`config.mk`:
```
export PLATFORM = sky130hd
export DESIGN_NAME = instr_fetch_flat
export DESIGN_NICKNAME = d
export VERILOG_FILES = /design/src/rtl/cpu_pkg.sv /design/src/rtl/instr_fetch_if.sv /design/src/rtl/fetch_watchdog.sv /design/src/rtl/instr_fetch.sv /design/src/flat_wrapper.sv
export SDC_FILE = /design/constraint.sdc
export NUM_CORES = 1
export LEC_CHECK = 0
export CAP_MARGIN = 5
export CORE_UTILIZATION = 54
export CTS_BUF_LIST = sky130_fd_sc_hd__clkbuf_2
export CTS_CLUSTER_DIAMETER = 120
export DETAILED_ROUTE_END_ITERATION = 12
export GPL_TIMING_DRIVEN = 0
export PLACE_DENSITY = 0.95
export SYNTH_ARGS = -nofsm -noshare
export SYNTH_HDL_FRONTEND = slang
export SYNTH_SLANG_ARGS = --single-unit
```
`constraint.sdc`:
```
create_clock -name clk -period 3.25 [get_ports clk]
set_clock_uncertainty 0.1 [all_clocks]
set_input_delay 0.65 -clock clk [delete_from_list [all_inputs] [get_ports clk]]
set_output_delay 0.65 -clock clk [all_outputs]
set_load 0.02 [all_outputs]
```
`src/rtl/cpu_pkg.sv`:
```
// Shared definitions for the 8-bit computer fetch path: bus widths,
// the fetch state encoding and instruction-register field helpers.
package cpu_pkg;

    localparam int ADDR_W    = 8;
    localparam int DATA_W    = 8;
    localparam int OPCODE_W  = 4;
    localparam int OPERAND_W = 4;

    // Width of the timeout counter covers TIMEOUT up to 255,
    // retry counter covers MAX_RETRY up to 15.
    localparam int TIMER_W = 8;
    localparam int RETRY_W = 4;

    localparam logic [OPCODE_W-1:0] DEFAULT_HLT_OPCODE = 4'hF;

    typedef enum logic [2:0] {
        ST_IDLE   = 3'd0,
        ST_REQ    = 3'd1,
        ST_RETRY  = 3'd2,
        ST_ADV    = 3'd3,
        ST_HOLD   = 3'd4,
        ST_HALTED = 3'd5,
        ST_FAULT  = 3'd6
    } fetch_state_t;

    function automatic logic [OPCODE_W-1:0] ir_opcode(input logic [DATA_W-1:0] ir);
        return ir[DATA_W-1 -: OPCODE_W];
    endfunction

    function automatic logic [OPERAND_W-1:0] ir_operand(input logic [DATA_W-1:0] ir);
        return ir[OPERAND_W-1:0];
    endfunction

endpackage

```
`src/rtl/instr_fetch_if.sv`:
```
// Bus bundle between the fetch stage, program memory and the decoder.
// master = fetch stage, slave = memory/decoder side.
interface instr_fetch_if;
    import cpu_pkg::*;

    // program memory read channel
    logic                 mem_req;
    logic [ADDR_W-1:0]    mem_addr;
    logic                 mem_ack;
    logic [DATA_W-1:0]    mem_data;

    // instruction register towards the decoder
    logic                 ir_valid;
    logic                 ir_ready;
    logic [OPCODE_W-1:0]  opcode;
    logic [OPERAND_W-1:0] operand;

    modport master (
        output mem_req,
        output mem_addr,
        input  mem_ack,
        input  mem_data,
        output ir_valid,
        input  ir_ready,
        output opcode,
        output operand
    );

    modport slave (
        input  mem_req,
        input  mem_addr,
        output mem_ack,
        output mem_data,
        input  ir_valid,
        output ir_ready,
        input  opcode,
        input  operand
    );

endinterface

```
`src/rtl/fetch_watchdog.sv`:
```
// Timeout and retry bookkeeping for one memory fetch.
//   clear : both counters to zero (fetch not in progress)
//   start : a retry begins - retry count +1, timeout count restarts
//   tick  : one more cycle spent waiting for mem_ack
// timeout flags the last permitted waiting cycle (count == TIMEOUT-1),
// exhausted flags that the retry budget is already used up.
module fetch_watchdog
    import cpu_pkg::*;
#(
    parameter int TIMEOUT   = 15,
    parameter int MAX_RETRY = 3
) (
    input  logic clk,
    input  logic reset,
    input  logic start,
    input  logic clear,
    input  logic tick,
    output logic timeout,
    output logic exhausted
);

    localparam logic [TIMER_W-1:0] TC_LAST     = TIMER_W'(TIMEOUT - 1);
    localparam logic [RETRY_W-1:0] RETRY_LIMIT = RETRY_W'(MAX_RETRY);

    logic [TIMER_W-1:0] r_tcnt;
    logic [RETRY_W-1:0] r_rcnt;

    // counter update; clear has priority so a fresh fetch always starts from zero
    always_ff @(posedge clk or negedge reset) begin
        if (!reset) begin
            r_tcnt <= '0;
            r_rcnt <= '0;
        end else if (clear) begin
            r_tcnt <= '0;
            r_rcnt <= '0;
        end else if (start) begin
            r_tcnt <= '0;
            r_rcnt <= r_rcnt + 1'b1;
        end else if (tick) begin
            r_tcnt <= r_tcnt + 1'b1;
        end
    end

    assign timeout   = (r_tcnt == TC_LAST);
    assign exhausted = (r_rcnt == RETRY_LIMIT);

endmodule

```
`src/rtl/instr_fetch.sv`:
```
// Instruction fetch stage: reads one byte from program memory at the
// program counter, holds it in the IR for the decoder and pulses advance
// once per fetched instruction. Stops for good on HLT or on a fetch that
// keeps timing out.
//
// state   | meaning
// --------+---------------------------------------------------------
// IDLE    | waiting for run; nothing outstanding
// REQ     | mem_req high, waiting for mem_ack, timeout counter running
// RETRY   | one-cycle mem_req gap after a timeout, same address follows
// ADV     | byte captured; advance pulse steps the program counter
// HOLD    | ir_valid high until the decoder takes the instruction
// HALTED  | HLT consumed; halt high until reset
// FAULT   | retry budget exhausted; fault high until reset
module instr_fetch
    import cpu_pkg::*;
#(
    parameter int                  TIMEOUT    = 15,
    parameter int                  MAX_RETRY  = 3,
    parameter logic [OPCODE_W-1:0] HLT_OPCODE = DEFAULT_HLT_OPCODE
) (
    input  logic              clk,
    input  logic              reset,
    input  logic              run,
    input  logic [ADDR_W-1:0] pc,
    output logic              advance,
    output logic              halt,
    output logic              fault,
    instr_fetch_if.master     bus
);

    fetch_state_t      r_state;
    logic              r_mem_req;
    logic [ADDR_W-1:0] r_mem_addr;
    logic [DATA_W-1:0] r_ir;
    logic              r_ir_valid;
    logic              r_advance;
    logic              r_halt;
    logic              r_fault;

    logic w_tick;
    logic w_start;
    logic w_clear;
    logic w_timeout;
    logic w_exhausted;

    // Counters only matter across REQ/RETRY; every other state holds them
    // at zero so each new fetch starts with a full budget.
    assign w_tick  = (r_state == ST_REQ);
    assign w_start = (r_state == ST_RETRY);
    assign w_clear = (r_state != ST_REQ) && (r_state != ST_RETRY);

    fetch_watchdog #(
        .TIMEOUT   (TIMEOUT),
        .MAX_RETRY (MAX_RETRY)
    ) u_watchdog (
        .clk       (clk),
        .reset     (reset),
        .start     (w_start),
        .clear     (w_clear),
        .tick      (w_tick),
        .timeout   (w_timeout),
        .exhausted (w_exhausted)
    );

    // Fetch FSM with all outputs registered alongside the state.
    // mem_req is set on entry to REQ and cleared on exit, so it is high
    // exactly while the state is REQ.
    always_ff @(posedge clk or negedge reset) begin
        if (!reset) begin
            r_state    <= ST_IDLE;
            r_mem_req  <= 1'b0;
            r_mem_addr <= '0;
            r_ir       <= '0;
            r_ir_valid <= 1'b0;
            r_advance  <= 1'b0;
            r_halt     <= 1'b0;
            r_fault    <= 1'b0;
        end else begin
            r_advance <= 1'b0;
            case (r_state)
                ST_IDLE: begin
                    if (run) begin
                        r_state    <= ST_REQ;
                        r_mem_req  <= 1'b1;
                        r_mem_addr <= pc;
                    end
                end

                ST_REQ: begin
                    // an ack in the timeout cycle still delivers the byte
                    if (bus.mem_ack) begin
                        r_ir      <= bus.mem_data;
                        r_mem_req <= 1'b0;
                        r_advance <= 1'b1;
                        r_state   <= ST_ADV;
                    end else if (w_timeout) begin
                        r_mem_req <= 1'b0;
                        if (w_exhausted) begin
                            r_fault <= 1'b1;
                            r_state <= ST_FAULT;
                        end else begin
                            r_state <= ST_RETRY;
                        end
                    end
                end

                ST_RETRY: begin
                    r_mem_req <= 1'b1;
                    r_state   <= ST_REQ;
                end

                ST_ADV: begin
                    r_ir_valid <= 1'b1;
                    r_state    <= ST_HOLD;
                end

                ST_HOLD: begin
                    // pc has already stepped during ADV, so latching it here
                    // gives the address of the next instruction
                    if (r_ir_valid && bus.ir_ready) begin
                        r_ir_valid <= 1'b0;
                        if (ir_opcode(r_ir) == HLT_OPCODE) begin
                            r_halt  <= 1'b1;
                            r_state <= ST_HALTED;
                        end else if (run) begin
                            r_mem_req  <= 1'b1;
                            r_mem_addr <= pc;
                            r_state    <= ST_REQ;
                        end else begin
                            r_state <= ST_IDLE;
                        end
                    end
                end

                ST_HALTED: begin
                    r_state <= ST_HALTED;
                end

                ST_FAULT: begin
                    r_state <= ST_FAULT;
                end

                default: begin
                    r_state    <= ST_IDLE;
                    r_mem_req  <= 1'b0;
                    r_ir_valid <= 1'b0;
                end
            endcase
        end
    end

    assign bus.mem_req  = r_mem_req;
    assign bus.mem_addr = r_mem_addr;
    assign bus.ir_valid = r_ir_valid;
    assign bus.opcode   = ir_opcode(r_ir);
    assign bus.operand  = ir_operand(r_ir);
    assign advance      = r_advance;
    assign halt         = r_halt;
    assign fault        = r_fault;

endmodule

```
`src/flat_wrapper.sv`:
```
// flat-port wrapper written by rule: the top's interface ports become plain ports
module instr_fetch_flat import cpu_pkg::*;
#(
    parameter int                  TIMEOUT    = 15,
    parameter int                  MAX_RETRY  = 3,
    parameter logic [OPCODE_W-1:0] HLT_OPCODE = DEFAULT_HLT_OPCODE
)
  (clk, reset, run, pc, advance, halt, fault, bus_mem_req, bus_mem_addr, bus_mem_ack, bus_mem_data, bus_ir_valid, bus_ir_ready, bus_opcode, bus_operand);
  instr_fetch_if bus_i ();
  input  logic clk;
  input  logic reset;
  input  logic run;
  input  logic [ADDR_W-1:0] pc;
  output logic advance;
  output logic halt;
  output logic fault;
  output wire logic [$bits(bus_i.mem_req)-1:0] bus_mem_req;
  output wire logic [$bits(bus_i.mem_addr)-1:0] bus_mem_addr;
  input wire logic [$bits(bus_i.mem_ack)-1:0] bus_mem_ack;
  input wire logic [$bits(bus_i.mem_data)-1:0] bus_mem_data;
  output wire logic [$bits(bus_i.ir_valid)-1:0] bus_ir_valid;
  input wire logic [$bits(bus_i.ir_ready)-1:0] bus_ir_ready;
  output wire logic [$bits(bus_i.opcode)-1:0] bus_opcode;
  output wire logic [$bits(bus_i.operand)-1:0] bus_operand;
  assign bus_mem_req = bus_i.mem_req;
  assign bus_mem_addr = bus_i.mem_addr;
  assign bus_i.mem_ack = bus_mem_ack;
  assign bus_i.mem_data = bus_mem_data;
  assign bus_ir_valid = bus_i.ir_valid;
  assign bus_i.ir_ready = bus_ir_ready;
  assign bus_opcode = bus_i.opcode;
  assign bus_operand = bus_i.operand;
  instr_fetch #(.TIMEOUT(TIMEOUT), .MAX_RETRY(MAX_RETRY), .HLT_OPCODE(HLT_OPCODE)) u_core (.clk(clk), .reset(reset), .run(run), .pc(pc), .advance(advance), .halt(halt), .fault(fault), .bus(bus_i));
endmodule
```
==> flow_summary.yaml, run 1 <==
sta:
  worst_pin_slew_ns: 0.795
  setup_violations: 0
  fmax_ghz: 0.449
  timing_hold_violations_final: 0
  rsz0062_at_grt: "false"
  slew_violations: 0
  post-route-period-util_pct: 68.5
  layout_min_cycle_time_ns: 2.22
  relSlewSlack_pct: 47.0
  fin_tns_setup_ns: 0
synth:
  syn-instance-count: 137
  synth_ff_type: "dfrtp_1"
  synth_top_area_cell: "dfrtp_1"
  ys_top_cells_by_area: "dfrtp_1 (54%), mux2_4 (7.3%), mux2_2 (4.1%)"
  synth_edf_count: 0
  synth_area_per_cell_sq_um: 12.1
  synth_warnings: 0
  synth-seq-cells: 36
  yosysTopAreaCellShare_pct: 54.4
  synth_cell_type_count: 41
  synth-seq-area-share_pct: 54.4
  synth_fp_nets: 161
  async_flop_share_pct: 100
  synth_area_sq_um: 1660
final_layout:
  multi_input_area_sq_um: 714
  postLayoutCoreUtil_pct: 76.6
  register_area_sq_um: 901
  nets: 209
  fillers: 181
  num_antenna_cells: 0
  fin_area_sq_um: 2170
  area_growth_pct: 30.9
  drive_gt1_share_pct: 17.2
critical_path:
  cp_cell_sequence: "clkdlybuf4s50_1"
  criticalPathCategory: "reg2out"
  slowest_stage: "clkdlybuf4s50_1"
  path_buf_inv: 1
  cp-start-kind: "flip-flop"
  worstPathRequired_ns: 2.50
  cp-startpoint: "u_core.r_ir[5]"
  critPathMaxFanout: 3
  endpoint_kind: "primary output"
  crit-reg2reg-launch: "u_core.u_watchdog.r_rcnt[0]"
  critPathArrivalTime_ns: 1.47
  crit_family: "buffers and inverters"
  cpPeakStageDelay_ns: 0.64
floorplan:
  coreArea_sq_um: 2830
  die_h_um: 57.4
  dieWidth_um: 57.4
  num_rows: 19
  ios: 42
  die_area_sq_um: 3290
  initial_core_util_pct: 58.6
drt:
  drcViolationCount: 2
  viasPerCell: 5.80
  totalWireLength_mm: 3.90
  dr.pass1.iters: 8
  vias: 1259
  routedWlPerCell_um: 18.0
  drt_iter0_markers: 121
  postRouteAntennaNets: 0
clocking:
  cts_buffers: 5
  root_buffer: "clkbuf_2"
  cts_max_path_buffers: 2
  clk_pin_slew_ns: 0.19
  hold_buffers: 0
  htreeDepth: 2
  worstSkewPairLatency_ns: 0.39
  clock_sinks: 36
  post-cts-setup-buffer-count: 0
  cts_tree: "built"
  postCtsResizedCells: 0
global_routing:
  grt.total_usage_pct: 26.4
  gr-total-overflow: 0
  grt_start_max_net_pins: 37
  grt_antenna_before_repair: 0
  grt_pass1_vias: 1341
  grt_first_pass_wirelength_mm: 6.33
place:
  dpl.hpwl_mm: 2.73
  dpl_cell_area_sq_um: 2100
  gp_congestion: 0.867
  io_buffers: 41
outcome:
  status: "complete, but fails checks"
  violations: "design-rule violations"
power_and_ir_drop:
  ir_worst_vdd_v: 0.000707
  p_leak_nw: 0.968
  power-per-cell-area_nw_per_um2: 911
min_path:
  hold_path_class: "in2async"
run:
  maxCapViolCount: 0
==> final timing paths <==
check,endpoint,slack [ns],cells after the start
min in group clk,u_core.fault,0.40,1
hold reg to reg,u_core.fault,0.40,1
hold / removal,u_core.u_watchdog.r_tcnt[2],0.21,1
max in group asynchronous,u_core.u_watchdog.r_rcnt[1],2.33,1
setup / recovery,bus_opcode[1],1.03,1
setup reg to reg,u_core.r_state[2],1.52,5
==> registers in the layout (all words and copies together), names as in the netlist, 3 cells and up <==
name,flops
u_core.bus.mem_addr,8
u_core.u_watchdog.r_rcnt,4
u_core.u_watchdog.r_tcnt,8
u_core.r_ir,8
u_core.r_state,3
==> Yosys cell counts (2+ instances only) <==
cell type / n
nand4_1: 2
nor4b_1: 2
a21oi_1: 4
and3_1: 2
xor2_1: 6
o31ai_1: 3
ha_1: 3
nor2b_1: 2
mux2_1: 2
buf_2: 3
mux2_2: 6
a22oi_1: 3
xnor2_1: 3
mux2_4: 8
o21ai_1: 2
inv_1: 3
nand2_1: 7
nor2_1: 14
nand3_1: 5
dfrtp_1: 36
==> metal layers <==
layer | global-route usage [%] | up-vias | share of wire [%]
met1 | 30.9 | 611 | 38
met5 | 0 | - | 0
met4 | 9.76 | 0 | 1.6
li1 | - | 580 | -
met3 | 9.75 | 7 | 6.8
met2 | 44.4 | 61 | 53
==> cell type report <==
type | count | share of cell area, %
Inverter | 3 | 0.519
Multi-Input combinational cell | 93 | 32.9
Tap cell | 31 | 1.79
Clock inverter | 3 | 1.96
Clock buffer | 5 | 1.15
Buffer | 5 | 1.38
Sequential cell | 36 | 41.5
Timing Repair Buffer | 41 | 18.7
==> layout by cell type, fill, tap and decap left out, types with 3 or more instances in the layout <==
master / Yosys / final
a21oi_1: 4 / 4
mux2_4: 8 / 8
inv_1: 3 / 3
buf_2: 3 / 4
xor2_1: 6 / 6
mux2_2: 6 / 6
nand3_1: 5 / 5
clkdlybuf4s50_1: 0 / 40
xnor2_1: 3 / 3
dfrtp_1: 36 / 36
o31ai_1: 3 / 3
nor2_1: 14 / 14
nand2_1: 7 / 7
clkbuf_2: 0 / 5
ha_1: 3 / 3
a22oi_1: 3 / 3
==> kinds of logic (layout without fill, tap and decap cells) <==
| group | count (synthesis) | after routing | synth area share [%] |
|---|---|---|---|
| AOI/OAI and AO/OA | 20 | 20 | 8.61 |
| xor gates and xnor gates | 9 | 9 | 4.76 |
| adders and majority gates | 3 | 3 | 2.27 |
| buffers and inverters | 8 | 57 | 2.49 |
| DFF | 36 | 36 | 54.4 |
| muxes | 17 | 17 | 13.3 |
| and+or+nand+nor | 44 | 44 | 14.2 |
==> power breakdown <==
group          total [mW]  internal [mW]  switching [mW]  leakage [nW]
sequential          0.735          0.607           0.129         0.455
combinational       0.961          0.484           0.477         0.474
clock               0.280          0.129           0.152        0.0390
total                1.98           1.22           0.757         0.968
==> per-stage QoR <==
stage	power [mW]	setup WS [ns]	instances	hold WS, ns
2_1_floorplan	1.29	1.66	137	0.254
3_3_place_gp	1.63	0.747	209	0.371
3_5_place_dp	1.69	0.939	209	0.366
4_1_cts	1.98	1.03	217	0.233
5_1_grt	2.08	0.949	217	0.216
6_report	1.98	1.03	217	0.215
No activity file was read; power rests on OpenSTA's default activity.
==> run 2, diff against run 1 <==
--- a/config.mk
+++ b/config.mk
@@ -6,12 +6,12 @@
 export NUM_CORES = 1
 export LEC_CHECK = 0
 export CAP_MARGIN = 5
-export CORE_UTILIZATION = 54
+export CORE_UTILIZATION = 45
 export CTS_BUF_LIST = sky130_fd_sc_hd__clkbuf_2
 export CTS_CLUSTER_DIAMETER = 120
 export DETAILED_ROUTE_END_ITERATION = 12
 export GPL_TIMING_DRIVEN = 0
-export PLACE_DENSITY = 0.95
+export PLACE_DENSITY = 0.88
 export SYNTH_ARGS = -nofsm -noshare
 export SYNTH_HDL_FRONTEND = slang
 export SYNTH_SLANG_ARGS = --single-unit
==> constraint.sdc (replaced) <==
create_clock -name clk -period 1.9 [get_ports clk]
set_clock_uncertainty 0.1 [all_clocks]
set_input_delay 0.38 -clock clk [delete_from_list [all_inputs] [get_ports clk]]
set_output_delay 0.38 -clock clk [all_outputs]
set_load 0.02 [all_outputs]
==> run 2 against run 1 <==
The run now ends clean. Sequential share of layout area decreased by 0.94 points. Worst hold slack improved by 0.20 ns. Setup slack got worse by 0.95 ns. Register-to-register slack got worse by 1.3 ns. Via count increased by 0.64%. Clock-buffer cell count increased by 1. Final cell count increased by 7.4%. Critical path depth unchanged. Core utilization decreased by 12 points.
==> flow_summary.yaml, run 2 (synthesis gave the netlist of run 1 again) <==
critical_path:
  cp-startpoint: "u_core.advance"
  r2r-end: "u_core.r_ir[1]"
  crit_family: "buffers and inverters"
  critPathMaxFanout: 1
  reg2reg_slack_ns: 0.25
  worstPathRequired_ns: 1.42
  crit-reg2reg-launch: "u_core.r_state[0]"
  criticalPathCategory: "reg2out"
  cp-start-kind: "flip-flop"
  cp_cell_sequence: "clkdlybuf4s50_1"
  critPathArrivalTime_ns: 1.34
  cpPeakStageDelay_ns: 0.59
  rr_worst_depth: 5
  cp_num_cells: 1
  slowest_stage: "clkdlybuf4s50_1"
  endpoint_kind: "primary output"
  path_buf_inv: 1
min_path:
  hold_end: "u_core.halt"
  hp-start: "u_core.halt"
  holdPathStages: 1
  hold_path_class: "reg2reg"
sta:
  setup_violations: 0
  relSlewSlack_pct: 49.8
  layout_min_cycle_time_ns: 1.82
  rsz0062_at_grt: "false"
  hold_ws_ns: 0.414
  slew_violations: 0
  timing_hold_violations_final: 0
  worst_pin_slew_ns: 0.753
  fmax_ghz: 0.549
  post-route-period-util_pct: 95.9
  fin_tns_setup_ns: 0
final_layout:
  num_antenna_cells: 0
  area_growth_pct: 33.9
  drive_gt1_share_pct: 17.1
  fillers: 262
  nets: 210
  final_common_cell: "dfrtp_1"
  final_cell_mix: "dfrtp_1 (36), clkdlybuf4s50_1 (20), nor2_1 (14), dlymetal6s2s_1 (13), mux2_4 (8)"
global_routing:
  grt_start_max_net_pins: 37
  grt_pass1_vias: 1236
  grt_antenna_before_repair: 0
  grt_first_pass_wirelength_mm: 5.63
  grt.total_usage_pct: 18.9
  gr-total-overflow: 0
drt:
  drt_iter0_markers: 61
  vias: 1267
  routedWlPerCell_um: 15.3
  totalWireLength_mm: 3.55
  dr.pass1.iters: 5
  postRouteAntennaNets: 0
  viasPerCell: 5.44
  drcViolationCount: 0
clocking:
  cts_buffers: 5
  root_buffer: "clkbuf_2"
  worstSkewPairLatency_ns: 0.38
  htreeDepth: 2
  clk_pin_slew_ns: 0.18
  cts_max_path_buffers: 2
  cts_tree: "built"
  clock_sinks: 36
power_and_ir_drop:
  p_total_mw: 3.25
  ir_worst_vdd_v: 0.000813
  p_leak_nw: 1.13
  power-per-cell-area_nw_per_um2: 1470
floorplan:
  coreArea_sq_um: 3440
  num_rows: 21
  initial_core_util_pct: 48.1
  dieWidth_um: 62.7
  die_h_um: 62.7
  die_area_sq_um: 3930
  ios: 42
run:
  maxCapViolCount: 0
place:
  gp_congestion: 0.876
  dpl.hpwl_mm: 2.51
  io_buffers: 41
outcome:
  status: "completed"
run 2: where the power goes:
group          total [mW]  internal (mW)  switching [mW]
registers            1.23           1.04           0.193
logic                1.55          0.747           0.799
clock network       0.476          0.227           0.249
run 2: layer usage:
metal	routed length (um)	share of wire (%)	GRT usage (%)
met1	1510	43	22.7
met2	1810	51	30.7
met3	172	4.8	5.84
met4	56	1.6	9.01
met5	0	0	0
run 2: how the worst max path moves through the flow:
stage / end
finish: advance
global route: advance
CTS: bus_mem_addr[4]
detailed placement: u_core.r_state[2]
global placement: u_core.r_ir[2]
floorplan: u_core.bus.mem_addr[3]
run 2: per-stage QoR:
stage | cells | area [sq um] | util (%) | setup WS, ns
final | 233 | 2220 | 64.4 | 0.0786
after global routing | 233 | 2220 | 64.4 | 0.0206
after CTS | 233 | 2190 | 63.5 | 0.00457
after detailed placement | 224 | 2120 | 61.6 | -0.0631
after global placement | 224 | 2120 | 61.7 | -0.328
after floorplan | 137 | 1660 | - | 0.341
run 2: repair_timing:
item                                    in CTS  in global routing
hold buffers                                 1                  0
endpoints found under the setup margin       7                 13
gates resized for setup                      7                 13
cloned                                       0                  0
pin swaps                                    0                  0
hold endpoints to repair                    36                  0
setup buffers                                0                  0
run 2: cell type report:
cell class / count / area, sq um / area share (%)
clock inverters: 2 / 35.0 / 1.58
multi-input cells: 93 / 714 / 32.2
flip-flops and latches: 36 / 901 / 40.6
well taps: 46 / 57.6 / 2.59
repair buffers: 42 / 439 / 19.8
inverters: 3 / 11.3 / 0.508
clock buffers: 6 / 30.0 / 1.35
plain buffers: 5 / 30.0 / 1.35
==> run 3, diff against run 2 <==
--- a/config.mk
+++ b/config.mk
@@ -11,6 +11,7 @@
 export CTS_CLUSTER_DIAMETER = 120
 export DETAILED_ROUTE_END_ITERATION = 12
 export GPL_TIMING_DRIVEN = 0
+export MAX_ROUTING_LAYER = met4
 export PLACE_DENSITY = 0.88
 export SYNTH_ARGS = -nofsm -noshare
 export SYNTH_HDL_FRONTEND = slang
==> run 3 against run 2 <==
Clock power about the same. Setup slack worse by 0.0088 ns. Final area unchanged. Critical path type unchanged. Final cell count unchanged. Register-to-register slack about the same. Global-route usage up 0.55 points. Via count down 0.79%. Largest power group unchanged. Power about the same. Worst hold slack about the same. Non-clock buffer count unchanged.
==> flow_summary.yaml, run 3 (synthesis gave the netlist of run 1 again) <==
outcome:
  status: "completed"
floorplan:
  coreArea_sq_um: 3440
  die_area_sq_um: 3930
  num_rows: 21
  ios: 42
  dieWidth_um: 62.7
  die_h_um: 62.7
  initial_core_util_pct: 48.1
power_and_ir_drop:
  swShare_pct: 38.2
  clkPwrFrac_pct: 14.7
  p_sw_mw: 1.24
  ir_worst_vdd_v: 0.000818
  pwr-share-comb_pct: 47.5
  p_int_mw: 2.01
  power-per-cell-area_nw_per_um2: 1470
  power_frac_seq_pct: 37.8
  p_leak_nw: 1.13
critical_path:
  cp_cell_sequence: "clkdlybuf4s50_1"
  worstPathRequired_ns: 1.42
  cpPeakStageDelay_ns: 0.59
  cp-start-kind: "flip-flop"
  critPathArrivalTime_ns: 1.35
  slowest_stage: "clkdlybuf4s50_1"
  endpoint_kind: "primary output"
  crit_family: "buffers and inverters"
  criticalPathCategory: "reg2out"
  critPathMaxFanout: 1
  path_buf_inv: 1
drt:
  drt_iter0_markers: 69
  vias: 1257
  postRouteAntennaNets: 0
  dr.pass1.iters: 4
  totalWireLength_mm: 3.57
  viasPerCell: 5.39
  drcViolationCount: 0
  routedWlPerCell_um: 15.3
final_layout:
  num_antenna_cells: 0
  area_growth_pct: 33.9
  drive_gt1_share_pct: 17.1
  stdcell_count: 233
  nets: 210
  fillers: 262
  final_cell_mix: "dfrtp_1 (36), clkdlybuf4s50_1 (20), nor2_1 (14), dlymetal6s2s_1 (13), mux2_4 (8)"
  fin_area_sq_um: 2220
  final_common_cell: "dfrtp_1"
clocking:
  clk_pin_slew_ns: 0.18
  cts_tree: "built"
  htreeDepth: 2
  root_buffer: "clkbuf_2"
  post-cts-setup-buffer-count: 0
  cts_max_path_buffers: 2
  clock_sinks: 36
  worstSkewPairLatency_ns: 0.39
  cts_buffers: 5
global_routing:
  grt_antenna_before_repair: 0
  grt_start_max_net_pins: 37
  gr-total-overflow: 0
  grt.total_usage_pct: 19.4
  grt_pass1_vias: 1237
  grt_first_pass_wirelength_mm: 5.64
place:
  dp_slack_ns: -0.0631
  post-place-cells: 224
  dpl.hpwl_mm: 2.51
  dpl_cell_area_sq_um: 2120
  io_buffers: 41
  gp_congestion: 0.890
sta:
  post-route-period-util_pct: 96.3
  fmax_ghz: 0.546
  worst_pin_slew_ns: 0.757
  layout_min_cycle_time_ns: 1.83
  slew_violations: 0
  relSlewSlack_pct: 49.5
  timing_hold_violations_final: 0
  rsz0062_at_grt: "false"
  setup_violations: 0
  final.setup.worst_slack_ns: 0.0699
run:
  maxCapViolCount: 0
min_path:
  hold_path_class: "reg2reg"
==> run 3: cell counts in the layout (fill, tap and decap cells not counted) <==
Identical to the previous run, type by type.
==> run 3: area by class of cell <==
class | count | area, sq um | share of cell area (%)
Tap cell | 46 | 57.6 | 2.59
Clock buffer | 6 | 30.0 | 1.35
Buffer | 5 | 30.0 | 1.35
Inverter | 3 | 11.3 | 0.508
Multi-Input combinational cell | 93 | 714 | 32.2
Sequential cell | 36 | 901 | 40.6
Clock inverter | 2 | 35.0 | 1.58
Timing Repair Buffer | 42 | 439 | 19.8
==> run 3: layer usage <==
layer,GRT usage (%),share of wire (%)
met1,22.7,43
met2,30.7,51
met3,5.84,4.9
met4,9.01,1.6
met5,-,0
==> run 3: stage by stage <==
stage | power [mW] | utilization [%] | hold slack (ns) | TNS, ns
final | 3.25 | 64.4 | 0.414 | 0
after CTS | 3.29 | 63.5 | 0.424 | 0
after global placement | 2.80 | 61.7 | 0.362 | -11.83
after global routing | 3.44 | 64.4 | 0.435 | 0
after floorplan | 2.21 | - | -0.0156 | 0
after detailed placement | 2.86 | 61.6 | 0.384 | -0.201
==> run 3: final timing paths <==
check,start,end,slack [ns],depth (start not counted)
worst max-delay path,u_core.advance,advance,0.07,1
worst min-delay path,u_core.halt,u_core.halt,0.41,1
worst max register to register,u_core.r_state[0],u_core.r_ir[6],0.25,5
worst min register to register,u_core.halt,u_core.halt,0.41,1
max in group asynchronous,reset,u_core.bus.mem_addr[3],0.75,2
min in group asynchronous,reset,u_core.u_watchdog.r_tcnt[7],0.47,2
==> run 3: power by group through the flow <==
stage / logic [mW] / registers (mW) / clock network (mW)
finish: 1.55 / 1.23 / 0.478
global route: 1.65 / 1.27 / 0.522
CTS: 1.57 / 1.23 / 0.489
detailed placement: 1.61 / 1.25 / 0
global placement: 1.57 / 1.23 / 0
floorplan: 0.733 / 1.48 / 0
==> run 3: repair_timing <==
item	CTS	global route
hold buffers	1	0
endpoints found under the hold margin	36	0
endpoints found under the setup margin	7	13
gates resized for setup	7	13
